### src/rtl/nn_ctrl_pkg.sv
// Shared types and constants for the 784x10 inference sequencer.
// No logic; the helper gives start-to-done latency in cycles.
package nn_ctrl_pkg;

  localparam int NN_NUM_PIXELS  = 784;
  localparam int NN_NUM_CLASSES = 10;
  localparam int NN_CLASS_W     = 4;

  typedef enum logic [2:0] {
    S_IDLE,
    S_STREAM,
    S_DRAIN,
    S_ARGMAX,
    S_DONE
  } nn_state_t;

  // Cycles from the edge sampling start to the cycle with done high.
  function automatic int nn_total_latency(input int pixels, input int pipe_lat, input int classes);
    return 1 + pixels + pipe_lat + 1 + classes;
  endfunction

endpackage

### src/rtl/argmax_seq.sv
// Sequential argmax, one class per step; best registers update on the step edge.
// nxt_* expose the post-step result so the caller can capture the final winner on the last step.
module argmax_seq
  import nn_ctrl_pkg::*;
#(
  parameter int NUM_CLASSES  = NN_NUM_CLASSES,
  parameter int RESULT_WIDTH = 32
) (
  input  logic                                pclk,
  input  logic                                rst,
  input  logic                                first,
  input  logic                                step,
  input  logic [NN_CLASS_W-1:0]               idx,
  input  logic [NUM_CLASSES*RESULT_WIDTH-1:0] score_bus,
  output logic [NN_CLASS_W-1:0]               best_idx,
  output logic [RESULT_WIDTH-1:0]             best_val,
  output logic [NN_CLASS_W-1:0]               nxt_idx,
  output logic [RESULT_WIDTH-1:0]             nxt_val
);

  logic [RESULT_WIDTH-1:0] sel;

  always_comb begin
    sel = '0;
    for (int i = 0; i < NUM_CLASSES; i++) begin
      if (idx == i[NN_CLASS_W-1:0]) sel = score_bus[i*RESULT_WIDTH +: RESULT_WIDTH];
    end
  end

  // Strict greater-than keeps the lower index on ties.
  always_comb begin
    nxt_idx = best_idx;
    nxt_val = best_val;
    if (step && (first || (sel > best_val))) begin
      nxt_idx = idx;
      nxt_val = sel;
    end
  end

  always_ff @(posedge pclk or posedge rst) begin
    if (rst) begin
      best_idx <= '0;
      best_val <= '0;
    end else begin
      best_idx <= nxt_idx;
      best_val <= nxt_val;
    end
  end

endmodule

### src/rtl/nn_infer_ctrl.sv
// Inference sequencer: stream pixels/ROM indices into the MAC bank, drain, argmax, pulse done.
// Fixed latency of 799 cycles from start to done with defaults; no backpressure, start ignored while busy.
module nn_infer_ctrl
  import nn_ctrl_pkg::*;
#(
  parameter int NUM_PIXELS   = NN_NUM_PIXELS,
  parameter int NUM_CLASSES  = NN_NUM_CLASSES,
  parameter int WEIGHTS_ADDR = 10,
  parameter int GRAY_WIDTH   = 8,
  parameter int RESULT_WIDTH = 32,
  parameter int PIPE_LAT     = 3
) (
  input  logic                                pclk,
  input  logic                                rst,
  input  logic                                start,
  output logic                                busy,
  output logic                                done,
  output logic [WEIGHTS_ADDR-1:0]             pix_rd_addr,
  input  logic [GRAY_WIDTH-1:0]               pix_rd_data,
  output logic [WEIGHTS_ADDR-1:0]             pixel_index,
  output logic [GRAY_WIDTH-1:0]               pixel_out,
  output logic                                mac_en,
  output logic                                mac_sload,
  input  logic [NUM_CLASSES*RESULT_WIDTH-1:0] score_bus,
  output logic [3:0]                          digit_out,
  output logic [RESULT_WIDTH-1:0]             max_score
);

  localparam logic [WEIGHTS_ADDR-1:0] ADDR_LAST  = WEIGHTS_ADDR'(NUM_PIXELS - 1);
  localparam logic [NN_CLASS_W-1:0]   DRAIN_LAST = NN_CLASS_W'(PIPE_LAT);
  localparam logic [NN_CLASS_W-1:0]   CLASS_LAST = NN_CLASS_W'(NUM_CLASSES - 1);

  nn_state_t                 state;
  logic [WEIGHTS_ADDR-1:0]   addr;
  logic [NN_CLASS_W-1:0]     cnt;
  logic                      am_step;
  logic                      am_first;
  logic [NN_CLASS_W-1:0]     best_idx;
  logic [RESULT_WIDTH-1:0]   best_val;
  logic [NN_CLASS_W-1:0]     nxt_idx;
  logic [RESULT_WIDTH-1:0]   nxt_val;

  assign pix_rd_addr = addr;
  assign pixel_index = addr;
  assign pixel_out   = pix_rd_data;
  assign am_step     = (state == S_ARGMAX);
  assign am_first    = am_step && (cnt == '0);

  always_ff @(posedge pclk or posedge rst) begin
    if (rst) begin
      state     <= S_IDLE;
      addr      <= '0;
      cnt       <= '0;
      busy      <= 1'b0;
      done      <= 1'b0;
      mac_en    <= 1'b0;
      mac_sload <= 1'b0;
      digit_out <= '0;
      max_score <= '0;
    end else begin
      // Frame buffer and weight ROM both have one cycle of read latency.
      mac_en    <= (state == S_STREAM);
      mac_sload <= (state == S_STREAM) && (addr == '0);
      done      <= 1'b0;
      case (state)
        S_IDLE: begin
          addr <= '0;
          cnt  <= '0;
          if (start) begin
            state <= S_STREAM;
            busy  <= 1'b1;
          end
        end
        S_STREAM: begin
          if (addr == ADDR_LAST) begin
            state <= S_DRAIN;
            cnt   <= '0;
          end else begin
            addr <= addr + 1'b1;
          end
        end
        S_DRAIN: begin
          if (cnt == DRAIN_LAST) begin
            state <= S_ARGMAX;
            cnt   <= '0;
          end else begin
            cnt <= cnt + 1'b1;
          end
        end
        S_ARGMAX: begin
          // Capture the post-step winner so class 9 is included.
          if (cnt == CLASS_LAST) begin
            state     <= S_DONE;
            done      <= 1'b1;
            digit_out <= 4'(nxt_idx);
            max_score <= nxt_val;
          end else begin
            cnt <= cnt + 1'b1;
          end
        end
        S_DONE: begin
          state <= S_IDLE;
          busy  <= 1'b0;
        end
        default: state <= S_IDLE;
      endcase
    end
  end

  argmax_seq #(
    .NUM_CLASSES  (NUM_CLASSES),
    .RESULT_WIDTH (RESULT_WIDTH)
  ) u_argmax (
    .pclk      (pclk),
    .rst       (rst),
    .first     (am_first),
    .step      (am_step),
    .idx       (cnt),
    .score_bus (score_bus),
    .best_idx  (best_idx),
    .best_val  (best_val),
    .nxt_idx   (nxt_idx),
    .nxt_val   (nxt_val)
  );

endmodule

### config.mk
export PLATFORM = sky130hd
export DESIGN_NAME = nn_infer_ctrl
export DESIGN_NICKNAME = d
export VERILOG_FILES = /design/src/rtl/nn_ctrl_pkg.sv /design/src/rtl/argmax_seq.sv /design/src/rtl/nn_infer_ctrl.sv
export SDC_FILE = /design/constraint.sdc
export NUM_CORES = 1
export LEC_CHECK = 0
export ABC_AREA = 1
export BUFFER_PORTS_ARGS = -buffer_cell sky130_fd_sc_hd__buf_2
export CAP_MARGIN = 20
export CORE_AREA = 2 2 174 176
export CTS_BUF_LIST = sky130_fd_sc_hd__clkbuf_8
export DETAILED_ROUTE_END_ITERATION = 16
export DIE_AREA = 0 0 176 178
export PLACE_DENSITY = 0.53
export SLEW_MARGIN = 20
export SYNTH_ARGS = -nofsm -noshare
export SYNTH_HDL_FRONTEND = slang
export SYNTH_SLANG_ARGS = --single-unit
### constraint.sdc
create_clock -name pclk -period 9.06 [get_ports pclk]
set_input_delay 1.359 -clock pclk [delete_from_list [all_inputs] [get_ports pclk]]
set_output_delay 1.359 -clock pclk [all_outputs]
set_load 0.01 [all_outputs]
Word level (Yosys, flattened, before mapping)
Cells that the tools add are included.
{"block": "op_classes", "reduce_logical": 15, "n_lt_le_gt_ge": 1, "n_eq_ne": 20, "n_addsub": 2, "mux": 27}
{"operator": "32-bit 2-to-1 mux", "count": 11}
{"operator": "32-bit greater-than comparator", "count": 1}
{"operator": "10-bit one-hot mux with 2 select lines", "count": 1}
{"operator": "4-bit by 3-bit == test with 1-bit output (second input constant)", "count": 4}
{"operator": "4-bit 2-to-1 mux", "count": 4}
{"operator": "4-bit one-hot mux with 4 select lines", "count": 1}
{"operator": "3-bit 2-to-1 mux", "count": 4}
{"operator": "3-bit one-hot mux with 4 select lines", "count": 1}
{"operator": "10-bit by 1-bit adder with 10-bit output (second input constant)", "count": 1}
{"operator": "10-bit == test (second input constant)", "count": 1}
{"operator": "10-bit logical NOT", "count": 1}
{"operator": "10-bit 2-to-1 mux", "count": 1}
{"operator": "4-bit by 2-bit == test with 1-bit output (second input constant)", "count": 2}
{"operator": "4-bit == test (second input constant)", "count": 2}
{"operator": "2-bit inequality test (second input constant)", "count": 4}
{"operator": "3-bit by 2-bit == test with 1-bit output (second input constant)", "count": 2}
{"operator": "2-bit AND reduction", "count": 3}
{"operator": "4-bit by 1-bit adder with 4-bit output (second input constant)", "count": 1}
{"operator": "4-bit by 1-bit == test with 1-bit output (second input constant)", "count": 1}
{"operator": "4-bit logical NOT", "count": 1}
{"operator": "2-bit by 1-bit inequality test with 1-bit output (second input constant)", "count": 2}
{"operator": "4-bit AND reduction", "count": 1}
{"operator": "2-bit nonzero test", "count": 2}
{"operator": "4-bit nonzero test", "count": 1}
{"operator": "other kinds (8)", "count": 12}
{"block": "totals", "regBits": 93, "wordCells": 76}

Depth between registers and ports, before layout
{"block": "logic_depth", "ltp_word": 15, "ltp_mapped": 34, "depth_no_buf": 32}

Hierarchy
A second synthesis with hierarchy kept.
{"block": "hier_totals", "hier_cells": 1264, "area_unflattened_um2": 7920.1}
{"module": "argmax_seq", "cells_per_inst": 925, "instances": 1, "seq_area_each_um2": 900.9, "area_per_inst_um2": 5147.4}
{"module": "nn_infer_ctrl", "cells_per_inst": 339, "instances": 1, "seq_area_each_um2": 1426.4, "area_per_inst_um2": 2772.7}

Least setup slack after synthesis
Ideal clock, no wire load.
{"block": "synth_path", "kind": "in2reg", "start": "input score_bus[127]", "end": "register u_argmax.best_val[10]", "path_stages": 21, "slack_ps": 5392, "required_ps": 8941, "t_arrival_ps": 3549, "n_path_buf": 1, "cell_sequence": "or2_2 -> nand2_1 -> nand2_1 -> nand2_1 -> nand2_1 -> nand2_1 -> nand2_1 -> nand2_1 -> inv_1 -> ha_1 -> nand2_1 -> nor2_1 -> and2_1 -> and3_1 -> nand2_1 -> nand2_1 -> nand2_1 -> a21oi_1 -> buf_2 -> nand3_1 -> and2_1"}
{"block": "synth_via", "elab_chain_len": 11}
{"element": "from (decl)", "line": "nn_infer_ctrl.sv:24", "rtl": "input logic [NUM_CLASSES*RESULT_WIDTH-1:0] score_bus,"}
{"element": "32-bit 2-to-1 mux (7 in series)", "line": "argmax_seq.sv:26", "rtl": "if (idx == i[NN_CLASS_W-1:0]) sel = score_bus[i*RESULT_WIDTH +: RESULT_WIDTH];"}
{"element": "32-bit greater-than comparator", "line": "argmax_seq.sv:34", "rtl": "if (step && (first || (sel > best_val))) begin"}
{"element": "1-bit logical OR", "line": "argmax_seq.sv:34"}
{"element": "1-bit logical AND", "line": "argmax_seq.sv:34"}
{"element": "32-bit 2-to-1 mux", "line": "argmax_seq.sv:34"}
{"element": "named net nxt_val[10]", "line": "nn_infer_ctrl.sv:41", "rtl": "logic [RESULT_WIDTH-1:0] nxt_val;"}
{"element": "to (signal assigned)", "line": "argmax_seq.sv:46", "rtl": "best_val <= nxt_val;"}
{"element": "to (decl)", "line": "argmax_seq.sv:16", "rtl": "output logic [RESULT_WIDTH-1:0] best_val,"}
The timed path passes the listed nets, and every way through them passes these cells.
A chain may end at the register's enable or synchronous reset.

Worst setup path after layout
{"block": "layout_path", "start": "register cnt[2]", "end": "register u_argmax.best_val[18]"}
{"block": "layout_via", "elab_chain_len": 15, "elab_cells_between_ends": 25}
{"element": "from (decl)", "line": "nn_infer_ctrl.sv:35", "rtl": "logic [NN_CLASS_W-1:0] cnt;"}
{"element": "from (signal assigned)", "line": "nn_infer_ctrl.sv:87", "rtl": "cnt <= cnt + 1'b1;"}
{"element": "from (signal assigned)", "line": "nn_infer_ctrl.sv:98", "rtl": "cnt <= cnt + 1'b1;"}
{"element": "4-bit logical NOT", "line": "argmax_seq.sv:26, nn_infer_ctrl.sv:47"}
{"element": "32-bit 2-to-1 mux (10 in series)", "line": "argmax_seq.sv:26"}
{"element": "32-bit greater-than comparator", "line": "argmax_seq.sv:34"}
{"element": "1-bit logical OR", "line": "argmax_seq.sv:34"}
{"element": "1-bit logical AND", "line": "argmax_seq.sv:34"}
{"element": "32-bit 2-to-1 mux *", "line": "argmax_seq.sv:34"}
{"element": "named net nxt_val[18]", "line": "nn_infer_ctrl.sv:41"}
Mark *: on every way through the listed nets, which the timed path passes. The rest lies on a longest branch.

==> results_dict.tcl <==
set metrics [dict create \
    fin_ws_ns 3.40 \
    synth.distinct_cells 35 \
    postLayoutCoreUtil_pct 37.2 \
    swShare_pct 52.8 \
    clk_pin_slew_ns 0.09 \
    synth-seq-cells 93 \
    whs_ns 0.482 \
    p_sw_mw 1.61 \
    setup_tns_ns 0 \
    tightest_slew_ns 0.942 \
    arrival_ns 5.94 \
    ff_latch_area_sq_um 2330 \
    finalHoldViolCount 0 \
    cellPowerDensity_nw_per_um2 279 \
    leakage_nw 6.34 \
    pre_cts_ws_ns 3.43 \
    final.setup_skew_ns 0.0124 \
    busiest_layer "met2" \
    max_stage_delay_ns 0.69 \
    tritoncts "yes" \
    pwr-share-seq_pct 22.3 \
    clockBufferDepth 2 \
    peakVddDrop_uv 88.8 \
    syn2layout_area_growth_pct 25.0 \
    holdBufCountCts 0 \
    rows 63 \
    antenna_found_initial 8 \
    die_w_um 176 \
    core-area_sq_um 29400 \
    routed_wl_mm 37.4 \
    p_int_mw 1.44 \
    initial_utilization_pct 29.8 \
    use_met1_pct 29.5 \
    crit_fanout 62 \
    rsz0062_at_grt "false" \
    syn_inst 1470 \
    slew_headroom_pct 37.1 \
    setup_viol 0 \
    grt_pass1_vias 9791 \
    dpl.hpwl_mm 29.8 \
    multi_input_area_sq_um 5230 \
    p_clk_share_pct 9.6 \
    cts_buffers 9 \
    drc 0 \
    synthesis.nets 1839 \
    worst_setup_path_end_kind "register" \
    fmax_mhz 177 \
    gp_congestion 0.952 \
    drtAntennaViolNets 0 \
    layout-drive-gt1-share_pct 25.3 \
    ctsResizeCount 0 \
    dieArea_sq_um 31300 \
    use_met2_pct 40.6 \
    grt_util_all_layers_pct 23.5 \
    numClockSinks 93 \
    fillers 3343 \
    status "finished clean" \
    fin_crit_sh_pct 62.5 \
    worst-setup-path-type "register to register" \
    grt.overflow.total 0 \
    cts_setup_buffers 0 \
    die_y_um 178 \
    grt_pass1_wl_mm 55.8 \
    drt_pass1_iterations 5 \
    dpl_cell_area_sq_um 10700 \
    hold_path.class "register to register" \
    viasPerCell 4.66 \
    wire_per_inst_um 17.1 \
    ios 399 \
    crit_required_ns 9.34 \
    netlist_area_sq_um 8750 \
    yosysSeqAreaShare_pct 26.6 \
    path_common_cell "nand2_1" \
    clk_latency_ns 0.38 \
    io_buffers 382 \
    htree_num_levels 3 \
    cap_viol_max_count 0 \
    grt_max_degree 73 \
    vias 10200 \
    worstSetupStartpointType "register" \
    slew_viol_final 0 \
    slowest_stage "nor2_8" \
    nets 2149 \
    ys_warn_count 0 \
    design_area_sq_um 10900 \
    gr-usage-met3_pct 4.50 \
    combPwrFrac_pct 68.0 \
    drt_iter0_drc 460 \
    period_needed_ns 5.66 \
    cts_root_buf "clkbuf_8" \
    syn_area_per_cell_sq_um 5.95 \
]
==> routing by layer <==
| layer | up-vias | routed length, um | part of all wire (%) |
|---|---|---|---|
| met3 | 62 | 2120 | 5.7 |
| met2 | 353 | 17700 | 47 |
| met1 | 4594 | 16400 | 44 |
| met4 | 0 | 1140 | 3.0 |
| met5 | - | 0 | 0 |
| li1 | 5167 | - | - |
==> power groups by stage <==
stage                     registers (mW)  logic (mW)  clock network [mW]
after global routing               0.700        2.38               0.317
after floorplan                    0.708        1.36                   0
final                              0.681        2.07               0.293
after CTS                          0.683        2.11               0.304
after detailed placement           0.688        2.10                   0
after global placement             0.686        2.08                   0
==> cells in the mapped netlist, drive strengths merged <==
cell / count / area, sq um
nand4: 34 / 213
or2: 61 / 382
nor3: 9 / 61.3
o21a: 2 / 15.0
buf: 65 / 404
a21o: 1 / 7.51
dfrtp: 93 / 2330
a21oi: 28 / 140
inv: 186 / 701
nor4: 1 / 6.26
ha: 38 / 475
nand2: 580 / 2180
and2: 33 / 206
nor2: 80 / 332
nand3b: 4 / 30.0
a21boi: 1 / 7.51
clkbuf: 26 / 97.6
nor3b: 2 / 15.0
nand3: 183 / 926
o21ai: 41 / 205
and3: 2 / 12.5
==> placed cells by master (no fill, tap or decap), types with 2 or more instances in the layout <==
master	n
and2_1	33
buf_4	8
a21oi_1	27
or2_2	15
inv_1	168
nor2_1	76
clkinv_2	4
clkinv_4	2
buf_2	382
nand2_1	576
or2_0	24
nor3b_1	2
nor3_1	7
nand3b_1	4
nand4_1	34
clkbuf_8	10
diode_2	8
nand3_2	2
o21a_1	2
nand2_2	4
o21ai_1	11
ha_1	38
and3_1	2
or2_1	22
nand3_1	181
dfrtp_1	93
nor2_4	2
inv_2	16
o21ai_0	30
==> logic make-up (layout without fill, tap and decap cells) <==
| group | Yosys count | after routing | synth area share [%] |
|---|---|---|---|
| simple gates | 989 | 989 | 49.9 |
| other cells | 0 | 8 | 0 |
| buf+inv | 277 | 592 | 13.7 |
| compound gates | 73 | 73 | 4.29 |
| fa+ha+maj | 38 | 38 | 5.43 |
| flops | 93 | 93 | 26.6 |
==> stage by stage <==
stage,power (mW),instances
6_report,3.05,2183
2_1_floorplan,2.07,1470
3_3_place_gp,2.77,2159
3_5_place_dp,2.78,2159
4_1_cts,3.09,2175
5_1_grt,3.40,2183
==> final timing paths <==
kind,from,endpoint,slack (ns),cells after the start
min in group asynchronous,rst,pix_rd_addr[4],0.95,2
setup reg to reg,cnt[2],u_argmax.best_val[18],3.40,25
max in group asynchronous,rst,u_argmax.best_val[7],6.84,3
hold / removal,max_score[5],max_score[5],0.48,2
setup / recovery,cnt[2],u_argmax.best_val[18],3.40,25
hold reg to reg,max_score[5],max_score[5],0.48,2
==> registers in the layout, summed over array words and instances (netlist names) <==
register and count:
max_score 32, u_argmax.best_val 32, pix_rd_addr 10, cnt 4
digit_out 4, u_argmax.best_idx 4, state 3, busy 1
done 1, mac_en 1, mac_sload 1
==> critical path: cells and delay by family, from the launching register on <==
kind                     cells  cell delay [ns]
AO/OA/AOI/OAI                4             0.99
adder cells (fa/ha/maj)      1             0.14
buffers and inverters        4             1.16
flip-flops                   1             0.55
AND/OR/NAND/NOR             16             2.70
==> cell type report <==
| class | count | area share (%) |
|---|---|---|
| clock inverter | 6 | 0.572 |
| inverter | 186 | 6.42 |
| antenna | 8 | 0.183 |
| tap | 390 | 4.46 |
| sequential | 93 | 21.3 |
| clock buffer | 10 | 1.26 |
| multi-input combinational | 1100 | 47.8 |
| timing repair buffer | 390 | 18.0 |
Note: power is estimated with default switching activity, not from simulation.
